===== config.mk =====
export PLATFORM = sky130hd
export DESIGN_NAME = pipe_3stage_hs_flat
export DESIGN_NICKNAME = d
export VERILOG_FILES = /design/src/rtl/pipe_3stage_hs_if.sv /design/src/rtl/pipe_3stage_hs.sv /design/src/flat_wrapper.sv
export SDC_FILE = /design/constraint.sdc
export NUM_CORES = 1
export LEC_CHECK = 0
export CORE_MARGIN = 4
export CORE_UTILIZATION = 30
export CTS_CLUSTER_DIAMETER = 50
export DETAILED_ROUTE_END_ITERATION = 6
export HOLD_SLACK_MARGIN = 0.15
export SLEW_MARGIN = 20
export SYNTH_ARGS = -nofsm -noshare
export SYNTH_HDL_FRONTEND = slang
export SYNTH_SLANG_ARGS = --single-unit

===== constraint.sdc =====
create_clock -name clk -period 5.2 [get_ports clk]
set_input_delay 0.78 -clock clk [delete_from_list [all_inputs] [get_ports clk]]
set_output_delay 0.78 -clock clk [all_outputs]
set_load 0.01 [all_outputs]

===== src/rtl/pipe_3stage_hs_if.sv =====
// Handshake/data bundle for pipe_3stage_hs: producer side (in_*, A..D) and consumer side (out_*, F).
// The ovf signal exists only when PIPE_OVF_EN is defined.
interface pipe_3stage_hs_if #(
  parameter int unsigned N = 10
);
  logic         in_valid;
  logic         in_ready;
  logic [N-1:0] A;
  logic [N-1:0] B;
  logic [N-1:0] C;
  logic [N-1:0] D;
  logic         out_valid;
  logic         out_ready;
  logic [N-1:0] F;
`ifdef PIPE_OVF_EN
  logic         ovf;

  modport master (
    output in_valid, A, B, C, D, out_ready,
    input  in_ready, out_valid, F, ovf
  );
  modport slave (
    input  in_valid, A, B, C, D, out_ready,
    output in_ready, out_valid, F, ovf
  );
`else
  modport master (
    output in_valid, A, B, C, D, out_ready,
    input  in_ready, out_valid, F
  );
  modport slave (
    input  in_valid, A, B, C, D, out_ready,
    output in_ready, out_valid, F
  );
`endif
endinterface


===== src/rtl/pipe_3stage_hs.sv =====
// Three-stage F = ((A+B)+(C-D))*D mod 2^N pipeline with valid/ready handshake and per-stage stall.
// Define PIPE_OVF_EN to add the registered overflow flag ovf, aligned with F.
module pipe_3stage_hs #(
  parameter int unsigned N = 10
) (
  input  logic            clk,
  input  logic            rst,
  input  logic            flush,
  pipe_3stage_hs_if.slave io
);
  logic         v1, v2, v3;
  logic         en1, en2, en3;
  logic [N-1:0] x1, x2, d1;
  logic [N-1:0] x3, d2;
  logic [N-1:0] f_q, f_next;

  // A stage may advance when it is empty or the stage after it is advancing.
  assign en3 = !v3 || io.out_ready;
  assign en2 = !v2 || en3;
  assign en1 = !v1 || en2;

  assign io.in_ready  = en1;
  assign io.out_valid = v3;
  assign io.F         = f_q;

  always_ff @(posedge clk) begin
    if (rst || flush) begin
      v1 <= 1'b0;
      v2 <= 1'b0;
      v3 <= 1'b0;
    end else begin
      if (en1) v1 <= io.in_valid;
      if (en2) v2 <= v1;
      if (en3) v3 <= v2;
    end
  end

  // Payload of a stage is don't-care while its valid bit is low, so only stage 3 is reset.
  always_ff @(posedge clk) begin
    if (en1) begin
      x1 <= io.A + io.B;
      x2 <= io.C - io.D;
      d1 <= io.D;
    end
    if (en2) begin
      x3 <= x1 + x2;
      d2 <= d1;
    end
  end

`ifdef PIPE_OVF_EN
  logic           c1, c2;
  logic           fl1, fl2;
  logic           ovf_q;
  logic [2*N-1:0] prod;

  assign c1     = ((io.A + io.B) < io.A) || (io.C < io.D);
  assign c2     = (x1 + x2) < x1;
  assign prod   = {{N{1'b0}}, x3} * {{N{1'b0}}, d2};
  assign f_next = prod[N-1:0];

  always_ff @(posedge clk) begin
    if (en1) fl1 <= c1;
    if (en2) fl2 <= fl1 || c2;
  end

  always_ff @(posedge clk) begin
    if (rst) begin
      ovf_q <= 1'b0;
    end else if (en3) begin
      ovf_q <= (|prod[2*N-1:N]) || fl2;
    end
  end

  // Masked so that a flushed entry's stale flag is never visible.
  assign io.ovf = ovf_q && v3;
`else
  assign f_next = x3 * d2;
`endif

  always_ff @(posedge clk) begin
    if (rst) begin
      f_q <= '0;
    end else if (en3) begin
      f_q <= f_next;
    end
  end
endmodule


===== src/flat_wrapper.sv =====
// flat-port wrapper written by rule: the top's interface ports become plain ports
module pipe_3stage_hs_flat 
#(
  parameter int unsigned N = 10
)
  (clk, rst, flush, io_in_valid, io_A, io_B, io_C, io_D, io_out_ready, io_in_ready, io_out_valid, io_F);
  pipe_3stage_hs_if #(.N(N)) io_i ();
  input  logic clk;
  input  logic rst;
  input  logic flush;
  input wire logic [$bits(io_i.in_valid)-1:0] io_in_valid;
  input wire logic [$bits(io_i.A)-1:0] io_A;
  input wire logic [$bits(io_i.B)-1:0] io_B;
  input wire logic [$bits(io_i.C)-1:0] io_C;
  input wire logic [$bits(io_i.D)-1:0] io_D;
  input wire logic [$bits(io_i.out_ready)-1:0] io_out_ready;
  output wire logic [$bits(io_i.in_ready)-1:0] io_in_ready;
  output wire logic [$bits(io_i.out_valid)-1:0] io_out_valid;
  output wire logic [$bits(io_i.F)-1:0] io_F;
  assign io_i.in_valid = io_in_valid;
  assign io_i.A = io_A;
  assign io_i.B = io_B;
  assign io_i.C = io_C;
  assign io_i.D = io_D;
  assign io_i.out_ready = io_out_ready;
  assign io_in_ready = io_i.in_ready;
  assign io_out_valid = io_i.out_valid;
  assign io_F = io_i.F;
  pipe_3stage_hs #(.N(N)) u_core (.clk(clk), .rst(rst), .flush(flush), .io(io_i));
endmodule

== Word-level counts from Yosys, hierarchy flattened ==
Cells that the tools add are included.

* Add/sub/neg operators: 3
* $mul: 1
* Divide/modulo/power cells: 0
* Order comparisons: 0
* Equal/unequal tests: 0
* Shift operators: 0
* Muxes and demuxes: 0
* Bitwise operators: 0
* Reduce and logical (&&, ||, !) cells: 7

{| class="wikitable"
|+ Operator list
! kind !! count
|-
| $add 10x10->10 || 2
|-
| $mul 10x10->10 || 1
|-
| $sub 10x10->10 || 1
|-
| $logic_or 1x1->1 || 4
|-
| $logic_not 1->1 || 3
|}

* Register bits after elaboration: 63
* Latch bits: 0
* Memory bits (writable): 0
* ROM bits: 0
* Bits of input ports: 45
* Output and inout bits: 12
* Logic and storage cells: 20
* Memories kept: 0

== Logic depth before layout (Yosys ltp) ==
* Depth in word-level cells: 4
* Mapped depth: 18
* Depth with buffers taken out: 17

== Worst setup path before layout ==
OpenSTA, ideal clock, no wires.

* Kind: register to register
* Start point: register u_core.d2[3]
* End point: register u_core.f_q[9], in the netlist u_core.io.F[9]
* Arrival time: 4162 ps
* Path slack: 959 ps
* Cell stages (with the launch flop): 18
* Path buffers: 0
* Cell sequence: edfxtp_1 > nand2_1 > fa_1 > inv_1 > fa_1 > inv_1 > fa_1 > inv_1 > fa_1 > inv_1 > fa_1 > xnor2_1 > xnor2_1 > xnor2_1 > xnor2_1 > xnor2_1 > xnor2_1 > a211oi_2

* Cells in the longest elaborated chain, start to end: 1

{| class="wikitable"
|+ Ends and longest elaborated chain
! element !! line !! text
|-
| from (decl) || pipe_3stage_hs.sv:14 || <nowiki>logic [N-1:0] x3, d2;</nowiki>
|-
| from (signal assigned) || pipe_3stage_hs.sv:47 || <nowiki>d2 <= d1;</nowiki>
|-
| $mul 10x10->10 || pipe_3stage_hs.sv:78 || <nowiki>assign f_next = x3 * d2;</nowiki>
|-
| to (signal assigned) || pipe_3stage_hs.sv:85 || <nowiki>f_q <= f_next;</nowiki>
|-
| to (decl) || pipe_3stage_hs.sv:15 || <nowiki>logic [N-1:0] f_q, f_next;</nowiki>
|}

Every way passes these cells.
A chain may end at the register's enable or synchronous reset.

== Final worst setup path ==
* Start point: register u_core.x3[2]
* End point: register u_core.f_q[9], in the netlist u_core.io.F[9]

* Cells in the longest elaborated chain, start to end: 1

{| class="wikitable"
|+ Ends and longest elaborated chain
! element !! line !! text
|-
| from (decl) || pipe_3stage_hs.sv:14 ||
|-
| from (signal assigned) || pipe_3stage_hs.sv:46 || <nowiki>x3 <= x1 + x2;</nowiki>
|-
| $mul 10x10->10 || pipe_3stage_hs.sv:78 ||
|}

Every way passes these cells.

==> impl_summary.txt <==
----------------------------------------------------
[Outcome]
  Run status ... completed

[Setup path]
  Highest fanout seen on the critical path ... 8
  Capturing element type of the critical path ... flip-flop
  R2r setup slk ... 0.70 ns
  Termination of the worst setup path ... u_core.io.F[9]
  Critical path, cell by cell ... nand2_1, fa_1, inv_1, ha_1, ha_1, inv_1, fa_1, inv_1, fa_1, ha_1, nand2_1, o21ai_1, or2_1, or3_1, a31oi_1, xnor2_1, a211oi_2
  Instance count on the critical path ... 17
  Start point of the critical path ... u_core.x3[2]
  Crit path buf inv count ... 3
  FF-to-FF path depth ... 17
  Max incr delay on CP ... 0.54 ns
  Gate family responsible for the most delay along the worst path ... adder cells
  Data required time at the worst endpoint ... 5.44 ns
  Critical Path Start Type ... flip-flop
  Critical R2R Launch ... u_core.x3[2]
  Slowest cell on crit path ... fa_1
  Arrival time of the worst setup path ... 4.74 ns
  Capture point of the worst reg-to-reg path ... u_core.io.F[9]
  Kind of critical path ... flip-flop to flip-flop

[Power]
  Leakage ... 2.43 nW
  Peak supply drop ... 0.329 mV
  P per Cell Area ... 684 mW/mm^2

[Floorplanning]
  Placement row count ... 44
  Die extent in x ... 130 um
  Total Die Area ... 0.0169 mm^2
  Effective utilization at floorplan ... 0.306
  Area of the core ... 0.0146 mm^2
  Die Height ... 130 um
  Boundary Pins ... 57

[Clock network]
  Buffer levels on the longest clock path ... 2
  Clock latency on the worst-skew pair ... 0.32 ns
  CTS Root Cell ... clkbuf_16
  Post-CTS Setup Repair Bufs ... 0
  Sinks on the clock net ... 63
  Clock-pin slew on the worst setup and hold paths ... 0.06 ns
  Number of buffers inserted for hold repair after clock tree synthesis ... 0
  Post-cts resize count ... 0
  Inserted Clock Buffers ... 9
  Clock H-tree levels ... 3
  Clock tree from TritonCTS ... yes

[STA]
  Peak Freq ... 222 MHz
  Worst slew slack as a fraction of its limit ... 0.453
  Count of final max-slew check failures ... 0
  Min Tclk post-route ... 4.50 ns
  Smallest hold slack ... 0.417 ns
  Setup skew after layout ... 0.00550 ns
  Setup_tns ... 0 ns
  Final setup vio count ... 0
  Unrepaired setup endpoints after global routing ... no
  Transition at the pin with the smallest max-transition slack ... 0.819 ns
  Final-report hold violation count ... 0
  Final period util ... 0.865

[Synthesis]
  Post-synth top flop ... edfxtp_1
  Most numerous cell types in the synthesized netlist ... 57 x inv_1, 56 x nand2_1, 51 x ha_1
  Dominant cell by count in the synthesized netlist ... inv_1
  Synthesized area ... 0.00447 mm^2
  Mean instance size in the synthesized netlist ... 10.6 um^2
  Number of standard cells after synthesis ... 420
  Number of library cell types mapped by synthesis ... 39
  Total number of yosys warnings ... 0
  Area share of the largest cell type after synthesis ... 0.336
  Number of synthesized flops with an enable pin ... 50
  Synthesized net count ... 541
  Cell types with the largest area share after synthesis ... edfxtp_1 34%, ha_1 14%, fa_1 11%
  Sequential fraction of the synthesis area ... 0.394
  Largest area contributor in the synthesized netlist ... edfxtp_1
  Share of synthesized registers carrying an async set or reset ... 0
  Flop and latch count out of synthesis ... 63

[Global routing]
  Tot GR Track Use ... 0.105
  Wire length of the first global-routing pass ... 14,000 um
  Initial antenna violation count ... 0
  Maximum number of pins on one net before global-route repair ... 31
  Via count of the first global-routing pass ... 3,069
  Overall overflow remaining after global route ... 0

[Cells and area]
  Share of final-layout standard cells stronger than drive strength 1 ... 0.0533
  # nets final ... 604
  Area of combinational cells with multiple inputs ... 0.00247 mm^2
  FILL cells ... 1,436
  Sequential cell area ... 0.00176 mm^2
  Area Growth Syn to Fin ... 24.4%
  Antenna Diode Count ... 0

[Routing]
  Final routed wirelength across all metal layers ... 8260 um
  Post-route ant nets ... 0
  Via count of the routed design ... 2,968
  Via density ... 4.42
  Detailed Route Iter0 Violations ... 124
  Detailed-router iteration count before antenna repair ... 4
  WL per Instance ... 12.3 um
  Number of design rule violations left after detail routing ... 0

[Placement]
  Dpl hpwl ... 6950 um
  Count of port buffers added during placement ... 56
  Final GP Congestion ... 0.864

[Worst hold path]
  Hold WC Path Type ... flip-flop to flip-flop

[Flow run]
  # Max-Cap Violations ... 0

----------------------------------------------------
-- area by class of cell --
cell class,instances,area share
clock buffer,10,0.0412
clock inverter,6,0.0153
inverter,57,0.0385
multi-input combinational,294,0.443
sequential,63,0.317
tap,184,0.0414
timing repair buffer,58,0.103
-- stage by stage --
step	std cells	power [mW]	util	cell area, um^2	setup slack (ns)
floorplan	420	2.77	-	4470	0.959
global placement	656	3.20	0.360	5250	0.765
detailed placement	656	3.22	0.360	5250	0.680
CTS	672	3.89	0.381	5560	0.666
global route	672	4.24	0.381	5560	0.465
finish	672	3.80	0.381	5560	0.705
-- registers in the layout (all words and copies together) (netlist names) --
name,flops
u_core.x2,10
u_core.d1,10
u_core.io.F,10
u_core.x3,10
u_core.io.out_valid,1
u_core.v1,1
u_core.d2,10
u_core.v2,1
u_core.x1,10
-- how the worst min path moves through the flow --
stage / from / to / slack, ns / depth (start not counted)
floorplan: u_core.d1[0] / u_core.d2[0] / 0.40 / 0
global placement: u_core.d1[4] / u_core.d2[4] / 0.40 / 0
detailed placement: u_core.d1[4] / u_core.d2[4] / 0.41 / 0
CTS: u_core.d1[4] / u_core.d2[4] / 0.42 / 0
global route: u_core.d1[0] / u_core.d2[0] / 0.43 / 0
finish: u_core.d1[4] / u_core.d2[4] / 0.42 / 0
-- per-layer routing --
layer,track usage,vias to the layer above,share of wire
met4,0.0348,0,0.016
met3,0.0348,9,0.049
li1,-,1531,-
met1,0.124,1370,0.45
met2,0.180,58,0.49
met5,0,-,0
-- logic make-up after synthesis --
family                     Yosys count  share of synthesized area
buffers and inverters               63                     0.0543
and+or+nand+nor                    108                      0.114
AOI/OAI and AO/OA                   63                     0.0907
xor gates and xnor gates            47                     0.0921
DFF                                 63                      0.394
adders and majority gates           76                      0.255
-- cells in the final DEF, fill, tap and decap left out, types with 3 or more instances in the layout --
cell,netlist,layout
a21o_1,6,6
a21oi_1,25,25
a21oi_2,3,3
and2_1,19,19
clkbuf_16,0,9
clkdlybuf4s50_1,0,56
dfxtp_1,13,13
edfxtp_1,50,50
fa_1,25,25
ha_1,51,51
inv_1,57,57
nand2_1,56,56
nand2b_1,3,3
nor2_1,10,10
nor2b_1,3,3
nor3_1,5,5
o21a_1,3,3
o21ai_0,9,9
o21bai_1,7,7
xnor2_1,32,32
xor2_1,15,15
-- report_power, final --
| group | internal, mW | leakage (nW) | switching (mW) |
|---|---|---|---|
| registers | 0.694 | 0.637 | 0.0912 |
| clock network | 0.418 | 0.148 | 0.218 |
| logic | 1.21 | 1.65 | 1.17 |
| total | 2.32 | 2.43 | 1.48 |
No activity file was read; power rests on OpenSTA's default activity.
